## src/rtl/mvb_rx_frame_collector_if.sv

```systemverilog
`default_nettype none
// ============================================================================
// Module   : mvb_rx_frame_collector_if
// Purpose  : Bundles the decoder-side FIFO/flag signals and the readout and
//            status signals of the MVB receive frame collector.
// Revision : 1.0 - initial release
// ============================================================================
interface mvb_rx_frame_collector_if;
  // Decoder side
  logic        frame_over;
  logic [4:0]  word_count;
  logic        length_error;
  logic        signal_error;
  logic        delimiter_error;
  logic        quality_error;
  logic        crc_error;
  logic [15:0] fifo_data;
  logic        fifo_empty;
  logic        fifo_rden;
  // Readout / status side
  logic [3:0]  rd_addr;
  logic [15:0] rd_data;
  logic        frame_valid;
  logic [6:0]  status;
  logic        pattern_ok;
  logic [7:0]  frame_cnt;
  logic [7:0]  err_cnt;
  logic        busy;

  // Decoder plus readout consumer, seen from outside the collector
  modport master (
    output frame_over, word_count, length_error, signal_error,
           delimiter_error, quality_error, crc_error, fifo_data, fifo_empty,
           rd_addr,
    input  fifo_rden, rd_data, frame_valid, status, pattern_ok, frame_cnt,
           err_cnt, busy
  );

  // The collector itself
  modport slave (
    input  frame_over, word_count, length_error, signal_error,
           delimiter_error, quality_error, crc_error, fifo_data, fifo_empty,
           rd_addr,
    output fifo_rden, rd_data, frame_valid, status, pattern_ok, frame_cnt,
           err_cnt, busy
  );
endinterface
`default_nettype wire

```

## src/rtl/mvb_rx_frame_collector.sv

```systemverilog
`default_nettype none
// ============================================================================
// Module   : mvb_rx_frame_collector
// Purpose  : On each MVB decoder end-of-frame, drains the decoder FIFO into a
//            local word buffer, latches the error flags, checks the words
//            against the self-test ramp and keeps frame/error counters.
// Revision : 1.0 - initial release
// ============================================================================
module mvb_rx_frame_collector #(
  parameter int MAX_WORDS = 16,
  parameter int TIMEOUT   = 255
) (
  input  logic                    clk_24M,
  input  logic                    rst,
  mvb_rx_frame_collector_if.slave bus
);

  localparam int              c_addr_w   = $clog2(MAX_WORDS);
  localparam int              c_tmo_w    = $clog2(TIMEOUT + 1);
  localparam logic [4:0]      c_max_len  = 5'(MAX_WORDS);
  localparam logic [c_tmo_w-1:0] c_tmo_last = c_tmo_w'(TIMEOUT - 1);

  typedef enum logic [1:0] {
    S_IDLE  = 2'd0,
    S_READ  = 2'd1,
    S_DRAIN = 2'd2,
    S_DONE  = 2'd3
  } state_t;

  state_t               state_q, state_d;
  logic                 fo_q;
  logic [4:0]           len_q;
  logic [4:0]           issued_q;
  logic [4:0]           recvd_q;
  logic                 match_q;
  logic [c_tmo_w-1:0]   tmo_q;
  logic [6:0]           stat_q;      // working status of the frame in progress
  logic                 pend_q;      // a FIFO read was issued last cycle
  logic [6:0]           status_q;    // status reported for the last frame
  logic                 pattern_ok_q;
  logic [7:0]           frame_cnt_q;
  logic [7:0]           err_cnt_q;
  logic [15:0]          rd_data_q;
  logic [15:0]          buf_q [MAX_WORDS];

  logic                 w_fo_rise;
  logic                 w_len_bad;
  logic [4:0]           w_flags;
  logic                 w_issue_ok;
  logic                 w_empty_wait;
  logic                 w_capture;
  logic [4:0]           w_recvd_nxt;
  logic [15:0]          w_expect;
  logic [6:0]           w_stat_fin;
  logic                 w_rden;
  logic                 w_timeout;

  assign w_fo_rise    = bus.frame_over & ~fo_q;
  assign w_len_bad    = (bus.word_count == 5'd0) || (bus.word_count > c_max_len);
  assign w_flags      = {bus.crc_error, bus.quality_error, bus.delimiter_error,
                         bus.signal_error, bus.length_error | w_len_bad};
  assign w_issue_ok   = (issued_q < len_q);
  assign w_empty_wait = bus.fifo_empty & w_issue_ok;
  // Data returned by the FIFO is only kept while collecting; DRAIN discards it
  assign w_capture    = pend_q & (state_q == S_READ);
  assign w_recvd_nxt  = recvd_q + 5'd1;
  assign w_expect     = {11'd0, recvd_q} * 16'h1111;
  // An edge arriving in the DONE cycle itself still counts as an overrun
  assign w_stat_fin   = stat_q | (w_fo_rise ? 7'h40 : 7'h00);

  // State register
  always_ff @(posedge clk_24M) begin
    if (!rst) state_q <= S_IDLE;
    else      state_q <= state_d;
  end

  // Next-state and FIFO read-enable decode; rden is decoded from registered
  // state and the live empty flag so the decoder FIFO never sees a read while
  // empty and never gives up more than len words
  always_comb begin
    state_d   = state_q;
    w_rden    = 1'b0;
    w_timeout = 1'b0;
    case (state_q)
      S_IDLE: begin
        if (w_fo_rise) state_d = (|w_flags) ? S_DRAIN : S_READ;
      end
      S_READ: begin
        w_rden = w_issue_ok & ~bus.fifo_empty;
        if (w_capture && (w_recvd_nxt == len_q)) begin
          state_d = S_DONE;
        end else if (w_empty_wait && (tmo_q == c_tmo_last)) begin
          w_timeout = 1'b1;
          state_d   = S_DONE;
        end
      end
      S_DRAIN: begin
        w_rden = ~bus.fifo_empty;
        if (bus.fifo_empty && !pend_q) state_d = S_DONE;
      end
      S_DONE: begin
        state_d = S_IDLE;
      end
      default: begin
        state_d = S_IDLE;
      end
    endcase
  end

  // Frame bookkeeping, status reporting, counters and registered readout
  always_ff @(posedge clk_24M) begin
    if (!rst) begin
      fo_q         <= 1'b0;
      len_q        <= 5'd0;
      issued_q     <= 5'd0;
      recvd_q      <= 5'd0;
      match_q      <= 1'b0;
      tmo_q        <= '0;
      stat_q       <= 7'd0;
      pend_q       <= 1'b0;
      status_q     <= 7'd0;
      pattern_ok_q <= 1'b0;
      frame_cnt_q  <= 8'd0;
      err_cnt_q    <= 8'd0;
      rd_data_q    <= 16'd0;
    end else begin
      fo_q      <= bus.frame_over;
      pend_q    <= w_rden;
      rd_data_q <= buf_q[bus.rd_addr[c_addr_w-1:0]];

      case (state_q)
        S_IDLE: begin
          if (w_fo_rise) begin
            stat_q   <= {2'b00, w_flags};
            len_q    <= bus.word_count;
            issued_q <= 5'd0;
            recvd_q  <= 5'd0;
            match_q  <= 1'b1;
            tmo_q    <= '0;
          end
        end
        S_READ: begin
          if (w_rden) begin
            issued_q <= issued_q + 5'd1;
            tmo_q    <= '0;
          end else if (w_empty_wait) begin
            tmo_q    <= tmo_q + 1'b1;
          end
          if (w_capture) begin
            recvd_q <= w_recvd_nxt;
            match_q <= match_q & (bus.fifo_data == w_expect);
          end
          if (w_timeout) stat_q[5] <= 1'b1;
        end
        S_DONE: begin
          status_q     <= w_stat_fin;
          pattern_ok_q <= match_q & (w_stat_fin == 7'd0);
          if (frame_cnt_q != 8'hFF) frame_cnt_q <= frame_cnt_q + 8'd1;
          if ((w_stat_fin != 7'd0) && (err_cnt_q != 8'hFF)) err_cnt_q <= err_cnt_q + 8'd1;
        end
        default: ;
      endcase

      // Edges outside IDLE are dropped, only flagged
      if (w_fo_rise && (state_q != S_IDLE)) stat_q[6] <= 1'b1;
    end
  end

  // Word buffer; not reset so the last frame survives a reset
  always_ff @(posedge clk_24M) begin
    if (w_capture) buf_q[recvd_q[c_addr_w-1:0]] <= bus.fifo_data;
  end

  assign bus.fifo_rden   = w_rden;
  assign bus.frame_valid = (state_q == S_DONE);
  assign bus.busy        = (state_q != S_IDLE);
  assign bus.status      = status_q;
  assign bus.pattern_ok  = pattern_ok_q;
  assign bus.frame_cnt   = frame_cnt_q;
  assign bus.err_cnt     = err_cnt_q;
  assign bus.rd_data     = rd_data_q;

endmodule
`default_nettype wire
```

## src/flat_wrapper.sv

```systemverilog
// flat-port wrapper written by rule: the top's interface ports become plain ports
module mvb_rx_frame_collector_flat 
#(
  parameter int MAX_WORDS = 16,
  parameter int TIMEOUT   = 255
)
  (clk_24M, rst, bus_frame_over, bus_word_count, bus_length_error, bus_signal_error, bus_delimiter_error, bus_quality_error, bus_crc_error, bus_fifo_data, bus_fifo_empty, bus_rd_addr, bus_fifo_rden, bus_rd_data, bus_frame_valid, bus_status, bus_pattern_ok, bus_frame_cnt, bus_err_cnt, bus_busy);
  mvb_rx_frame_collector_if bus_i ();
  input  logic clk_24M;
  input  logic rst;
  input wire logic [$bits(bus_i.frame_over)-1:0] bus_frame_over;
  input wire logic [$bits(bus_i.word_count)-1:0] bus_word_count;
  input wire logic [$bits(bus_i.length_error)-1:0] bus_length_error;
  input wire logic [$bits(bus_i.signal_error)-1:0] bus_signal_error;
  input wire logic [$bits(bus_i.delimiter_error)-1:0] bus_delimiter_error;
  input wire logic [$bits(bus_i.quality_error)-1:0] bus_quality_error;
  input wire logic [$bits(bus_i.crc_error)-1:0] bus_crc_error;
  input wire logic [$bits(bus_i.fifo_data)-1:0] bus_fifo_data;
  input wire logic [$bits(bus_i.fifo_empty)-1:0] bus_fifo_empty;
  input wire logic [$bits(bus_i.rd_addr)-1:0] bus_rd_addr;
  output wire logic [$bits(bus_i.fifo_rden)-1:0] bus_fifo_rden;
  output wire logic [$bits(bus_i.rd_data)-1:0] bus_rd_data;
  output wire logic [$bits(bus_i.frame_valid)-1:0] bus_frame_valid;
  output wire logic [$bits(bus_i.status)-1:0] bus_status;
  output wire logic [$bits(bus_i.pattern_ok)-1:0] bus_pattern_ok;
  output wire logic [$bits(bus_i.frame_cnt)-1:0] bus_frame_cnt;
  output wire logic [$bits(bus_i.err_cnt)-1:0] bus_err_cnt;
  output wire logic [$bits(bus_i.busy)-1:0] bus_busy;
  assign bus_i.frame_over = bus_frame_over;
  assign bus_i.word_count = bus_word_count;
  assign bus_i.length_error = bus_length_error;
  assign bus_i.signal_error = bus_signal_error;
  assign bus_i.delimiter_error = bus_delimiter_error;
  assign bus_i.quality_error = bus_quality_error;
  assign bus_i.crc_error = bus_crc_error;
  assign bus_i.fifo_data = bus_fifo_data;
  assign bus_i.fifo_empty = bus_fifo_empty;
  assign bus_i.rd_addr = bus_rd_addr;
  assign bus_fifo_rden = bus_i.fifo_rden;
  assign bus_rd_data = bus_i.rd_data;
  assign bus_frame_valid = bus_i.frame_valid;
  assign bus_status = bus_i.status;
  assign bus_pattern_ok = bus_i.pattern_ok;
  assign bus_frame_cnt = bus_i.frame_cnt;
  assign bus_err_cnt = bus_i.err_cnt;
  assign bus_busy = bus_i.busy;
  mvb_rx_frame_collector #(.MAX_WORDS(MAX_WORDS), .TIMEOUT(TIMEOUT)) u_core (.clk_24M(clk_24M), .rst(rst), .bus(bus_i));
endmodule
```

## config.mk

```make
export PLATFORM = sky130hd
export DESIGN_NAME = mvb_rx_frame_collector_flat
export DESIGN_NICKNAME = d
export VERILOG_FILES = /design/src/rtl/mvb_rx_frame_collector_if.sv /design/src/rtl/mvb_rx_frame_collector.sv /design/src/flat_wrapper.sv
export SDC_FILE = /design/constraint.sdc
export NUM_CORES = 1
export LEC_CHECK = 0
export ABC_CLOCK_PERIOD_IN_PS = 3060
export CORE_MARGIN = 2
export CORE_UTILIZATION = 45
export CTS_BUF_LIST = sky130_fd_sc_hd__clkbuf_4
export DETAILED_ROUTE_END_ITERATION = 10
export SLEW_MARGIN = 40
export SYNTH_ARGS = -nofsm -noshare
export SYNTH_HDL_FRONTEND = slang
export SYNTH_SLANG_ARGS = --single-unit
```

## constraint.sdc

```tcl
create_clock -name clk_24M -period 3.06 [get_ports clk_24M]
set_input_delay 0.306 -clock clk_24M [delete_from_list [all_inputs] [get_ports clk_24M]]
set_output_delay 0.306 -clock clk_24M [all_outputs]
set_load 0.005 [all_outputs]
```

Word level (Yosys, flattened, before mapping). Memories as Yosys holds them, arrays and structs flattened. A register that Yosys moved wholly into a read port is not among the register bits. Index checks and enable logic that the tools add are counted.

Flip-flop bits (word level): 59. Latch bits: 0. Memory bits (writable): 256. Bits in read-only memories: 0. Bits of input ports: 34. Output and inout bits: 43. Word-level logic and storage cells: 105. Memories kept: 1.

Memories: u_core.buf_q (depth 16, bits a word 16, read ports 1, clocked after Yosys merged registers in 1, write ports 1, line mvb_rx_frame_collector.sv:44) `logic [15:0] buf_q [MAX_WORDS];`.

Add/sub/neg operators: 5. Multipliers: 1. Divide/modulo/power cells: 0. Order comparisons: 2. Equal/unequal tests: 15. Shift operators: 0. Multiplexer cells: 30. Bitwise operators: 10. Reduce and logical (&&, ||, !) cells: 26.

Operator list (number): adder 8 x 1 -> 8 bit (second input constant) (3); 2-to-1 mux 8 bit (3); one-hot mux 5 bit (2 select lines) (2); == test 16 bit (1); multiplier 5 x 13 -> 16 bit (second input constant) (1); != test 8 bit (second input constant) (2); one-hot mux 8 bit (2 select lines) (1); 2-to-1 mux 5 bit (3); AND reduction 3 bit (5); 2-to-1 mux 7 bit (2); adder 5 x 1 -> 5 bit (second input constant) (2); 2-to-1 mux 1 bit (10); 2-to-1 mux 2 bit (5); == test 8 bit (second input constant) (1); != test 2 x 1 -> 1 bit (second input constant) (4); one-hot mux 2 bit (4 select lines) (1); AND reduction 2 bit (4); nonzero test 2 bit (4); logical NOT 7 bit (1); OR 7 bit (1); nonzero test 7 bit (1); AND 1 bit (6); one-hot mux 1 bit (2 select lines) (3); == test 5 bit (1); 15 further kinds (22).

Logic depth before layout (Yosys ltp).
Depth after elaboration: 8. Gate-level depth with buffers: 9. Depth with buffers taken out: 9.

Worst setup path before layout. No wires, ideal clock.

Path type: reg2reg. Start: register u_core.recvd_q[0]. End: register u_core.match_q. Data arrival time: 2106 ps. Required time: 2990 ps. Setup slack: 885 ps. Stages on the path, launching flop included: 8. Period minus slack after synthesis: 2175 ps. Cells stage by stage: dfxtp_1 ha_1 ha_1 ha_1 or4_1 a2111oi_0 nand4_1 a21oi_1.

Word-level cells in the longest chain between the ends: 5.

RTL lines: from (decl) (line mvb_rx_frame_collector.sv:34) `logic [4:0] recvd_q;`; from (signal assigned) (line mvb_rx_frame_collector.sv:150) `recvd_q <= w_recvd_nxt;`; multiplier 5 x 13 -> 16 bit (line mvb_rx_frame_collector.sv:67) `assign w_expect = {11'd0, recvd_q} * 16'h1111;`; == test 16 bit (line mvb_rx_frame_collector.sv:151) `match_q <= match_q & (bus.fifo_data == w_expect);`; AND 1 bit (line mvb_rx_frame_collector.sv:151); 2-to-1 mux 1 bit (line mvb_rx_frame_collector.sv:149) `if (w_capture) begin`; one-hot mux 1 bit (2 select lines) (line mvb_rx_frame_collector.sv:131) `case (state_q)`; to (signal assigned) (line mvb_rx_frame_collector.sv:151); to (decl) (line mvb_rx_frame_collector.sv:35) `logic match_q;`.

No other way between the ends. The select of a mux whose other input is x is not followed. A chain may end at the register's enable or synchronous reset.

Worst setup path after layout.
Start: register u_core.issued_q[2]. End: output port bus_fifo_rden.

Word-level cells in the longest chain between the ends: 3.

RTL lines: from (decl) (line mvb_rx_frame_collector.sv:33) `logic [4:0] issued_q;`; from (signal assigned) (line mvb_rx_frame_collector.sv:144) `issued_q <= issued_q + 5'd1;`; less-than comparator 5 bit (line mvb_rx_frame_collector.sv:62) `assign w_issue_ok = (issued_q < len_q);`; AND 1 bit (line mvb_rx_frame_collector.sv:89) `w_rden = w_issue_ok & ~bus.fifo_empty;`; one-hot mux 1 bit (2 select lines) (line mvb_rx_frame_collector.sv:84) `case (state_q)`; to (decl) (line flat_wrapper.sv:21) `output wire logic [$bits(bus_i.fifo_rden)-1:0] bus_fifo_rden;`.

No other way between the ends.

==> metrics.md <==
| Metric | Value |
|---|---|
| Status | completed |
| Synthesized Nets | 843 |
| Critical path type | register to output pin |
| Cell Area, Synth | 13260 sq um |
| Clk root buf | clkbuf_4 |
| ANT nets after route | 0 |
| Drt first pass iters | 5 |
| Dpl hpwl | 18110 um |
| MaxCap Viol Count | 0 |
| Design Area, Final | 15840 sq um |
| Die Width | 175.7 um |
| Vias in the first global route | 8066 |
| First-pass GRT wire length | 45250 um |
| Leak | 5.365 nW |
| Sequential Area | 9190 sq um |
| Mean Syn Cell Area | 16.80 sq um |
| Share of cells above drive strength 1 | 26.17% |
| Final Cycle Share | 95.00% |
| Nets | 1012 |
| Flops & latches, synth | 331 |
| Slew headroom | 48.79% |
| GRT Total Usage | 19.40% |
| Multi-input gate area | 3875 sq um |
| Routability Congestion | 0.8158 |
| Synth Warn # | 0 |
| Syn Inst Count | 789 |
| Hold_buf cts | 0 |
| Adder-Cell Fraction of Synth Area | 1.887% |
| Worst path bufs/invs | 1 |
| Initial antenna violation count | 1 |
| TritonCTS Buffers | 83 |
| Combinational family with the most area after synthesis | multiplexers |
| Clock share of power | 39.1% |
| Comb power frac | 8.0% |
| Min Tclk post-route | 2.907 ns |
| Post-route DRC | 0 |
| Pwr/cell area | 588.9 nW/um^2 |
| Max VDD drop | 0.3594 mV |
| Post-synth EDFFs | 256 |
| Iteration-0 DRC count of the detailed router | 585 |
| Clock Latency Late Sink | 0.69 ns |
| Max Clock Freq | 344.0 MHz |
| Worst setup SP type | register |
| Full die area | 30850 sq um |
| Finish-stage setup viols | 0 |
| Switching Fraction | 23.30% |
| Clk buf depth | 3 |
| Post-placement cell area | 14710 sq um |
| Area grow syn2layout | 19.46% |
| Fill cells | 2398 |
| Clock skew | 0.03892 ns |
| Global route overflow | 0 |
| Routed vias | 7572 |
| Switching pwr | 2.174 mW |
| Top_reg_cell synth | edfxtp_1 |
| FP Rows | 62 |
| Post-synthesis sequential area ratio | 69.30% |
| Crit-path leading delay family | compound AO/OA/AOI/OAI gates |
| CP Cell Sequence | ha_4 > a21o_1 > a31oi_4 > o211ai_1 > a21oi_2 > clkdlybuf4s50_1 |
| PortBufs | 76 |
| CP max FO | 6 |
| Async SR Flop Fraction | 0% |
| Setup crit end kind | output pin |
| WL per Instance | 20.43 um |
| Crit path largest cell delay | 0.52 ns |
| DP Worst Slack | 0.5377 ns |
| Most common cell after layout, fill and taps aside | edfxtp_1 |
| Pint | 7.154 mW |
| Post-Synth Simple-Gate Area | 7.096% |
| Unique masters post-synth | 45 |
| Worst-margin pin slew | 0.7658 ns |
| Die extent in y | 175.7 um |
| Compound-Gate Fraction of Synth Area | 3.190% |
| Worst hold path type | input pin to register |
| Sequential power share | 52.9% |
| Slowest stage cell, crit path | clkdlybuf4s50_1 |
| Clock tree from TritonCTS | yes |
| Mux cell area share after synthesis | 14.57% |
| Via density | 5.359 |
| Clk sinks | 331 |
| Final wirelength | 28870 um |
| Final worst slack | 0.1529 ns |
| Initial Util | 45.95% |
| Worst endpoint data arrival time | 2.60 ns |
| Total power | 9.328 mW |
| Clk slew on worst S/H paths | 0.06 ns |
| CTS H-tree lvls | 3 |
| Worst path required time | 2.75 ns |
| Slew Viols, Final | 0 |
| Final Hold Viols | 0 |
| Most frequent cells in the layout | edfxtp_1, clkbuf_4, mux4_2 |
| Core ar. | 28860 sq um |
| Xor/xnor share of the synthesized area | 2.246% |
| Largest net degree at the start of global routing | 65 |
| Io pins | 77 |
[tightest hold or removal path, stage by stage]
cell	delay, ns
clkdlybuf4s50_1	0.42
nand2_1	0.07
a21oi_1	0.05
[stage by stage]
step | cells | util (%) | hold WS (ns) | TNS [ns]
after detailed placement | 1255 | 50.96 | 0.4746 | 0
final | 1413 | 54.89 | 0.2379 | 0
after global routing | 1413 | 54.89 | 0.2095 | -0.004332
after global placement | 1255 | 50.96 | 0.4679 | 0
after CTS | 1410 | 54.78 | 0.1783 | 0
after floorplan | 789 | - | 0.4049 | 0
[cell type report]
class	count	share of cell area (%)
inverters	19	0.4503
multi-input cells	406	24.46
flip-flops and latches	331	58.02
diodes	1	0.01580
clock inverters	28	0.8216
well taps	384	3.033
repair buffers	117	7.173
clock buffers	127	6.019
[sequential cells by signal, summed over array words and instances (netlist names)]
name                   count
u_core.buf_q             256
u_core.pend_q              1
u_core.recvd_q             5
u_core.bus.err_cnt         8
u_core.stat_q              7
u_core.fo_q                1
u_core.bus.frame_cnt       8
u_core.bus.pattern_ok      1
u_core.bus.rd_data        16
u_core.issued_q            5
u_core.match_q             1
u_core.state_q             2
u_core.tmo_q               8
u_core.bus.status          7
u_core.len_q               5
[what timing repair did]
action,4_1_cts,5_1_grt
setup buffers,0,2
resized for setup,4,1
gates cloned,0,0
endpoints found under the setup margin,1,1
pin swaps,1,1
[layer usage]
layer  share of wire, %  up-vias  track usage, %
met5                  0        -               0
met4                1.5        0           6.784
met3                6.0       37           4.177
met2                 50      244           32.20
met1                 43     3823           25.50
li1                   -     3468               -
[power groups by stage]
| stage | clock network (mW) | logic [mW] | registers (mW) |
|---|---|---|---|
| 2_1_floorplan | 0 | 0.441 | 5.02 |
| 3_3_place_gp | 0 | 0.704 | 5.03 |
| 3_5_place_dp | 0 | 0.725 | 5.03 |
| 4_1_cts | 3.77 | 0.741 | 4.93 |
| 5_1_grt | 4.03 | 0.820 | 4.94 |
| 6_report | 3.65 | 0.748 | 4.93 |
[logic make-up after synthesis]
| logic type | after synthesis |
|---|---|
| AO/OA/AOI/OAI | 67 |
| flip-flops | 331 |
| buffers and inverters | 52 |
| AND/OR/NAND/NOR | 192 |
| adder cells (fa/ha/maj) | 20 |
| XOR/XNOR | 34 |
| multiplexers | 93 |
[synth_stat cells (5+ instances only)]
library cell,n,share of area [%]
edfxtp_1,256,58
mux4_2,80,14
dfxtp_1,75,11
nor2_1,55,1.6
nand2_1,41,1.2
and2_1,36,1.7
a21oi_1,24,0.91
ha_1,20,1.9
inv_1,19,0.54
xnor2_1,17,1.1
xor2_1,17,1.1
o21ai_0,16,0.60
clkbuf_1,15,0.42
nand3_1,14,0.53
mux2i_1,13,0.98
nand4_1,12,0.57
buf_1,10,0.28
nand2b_1,8,0.38
nor3_1,8,0.30
buf_4,6,0.34
nor4_1,5,0.24
[path summary, 6_finish.rpt]
check	from	to	slack [ns]	cells past startpoint
worst max register to register	u_core.recvd_q[0]	u_core.match_q	0.59	7
worst max-delay path	u_core.issued_q[2]	bus_fifo_rden	0.15	6
worst min register to register	u_core.stat_q[4]	u_core.stat_q[4]	0.48	2
worst min-delay path	bus_quality_error	u_core.stat_q[3]	0.24	3
Power figures use the tool's default switching activity.
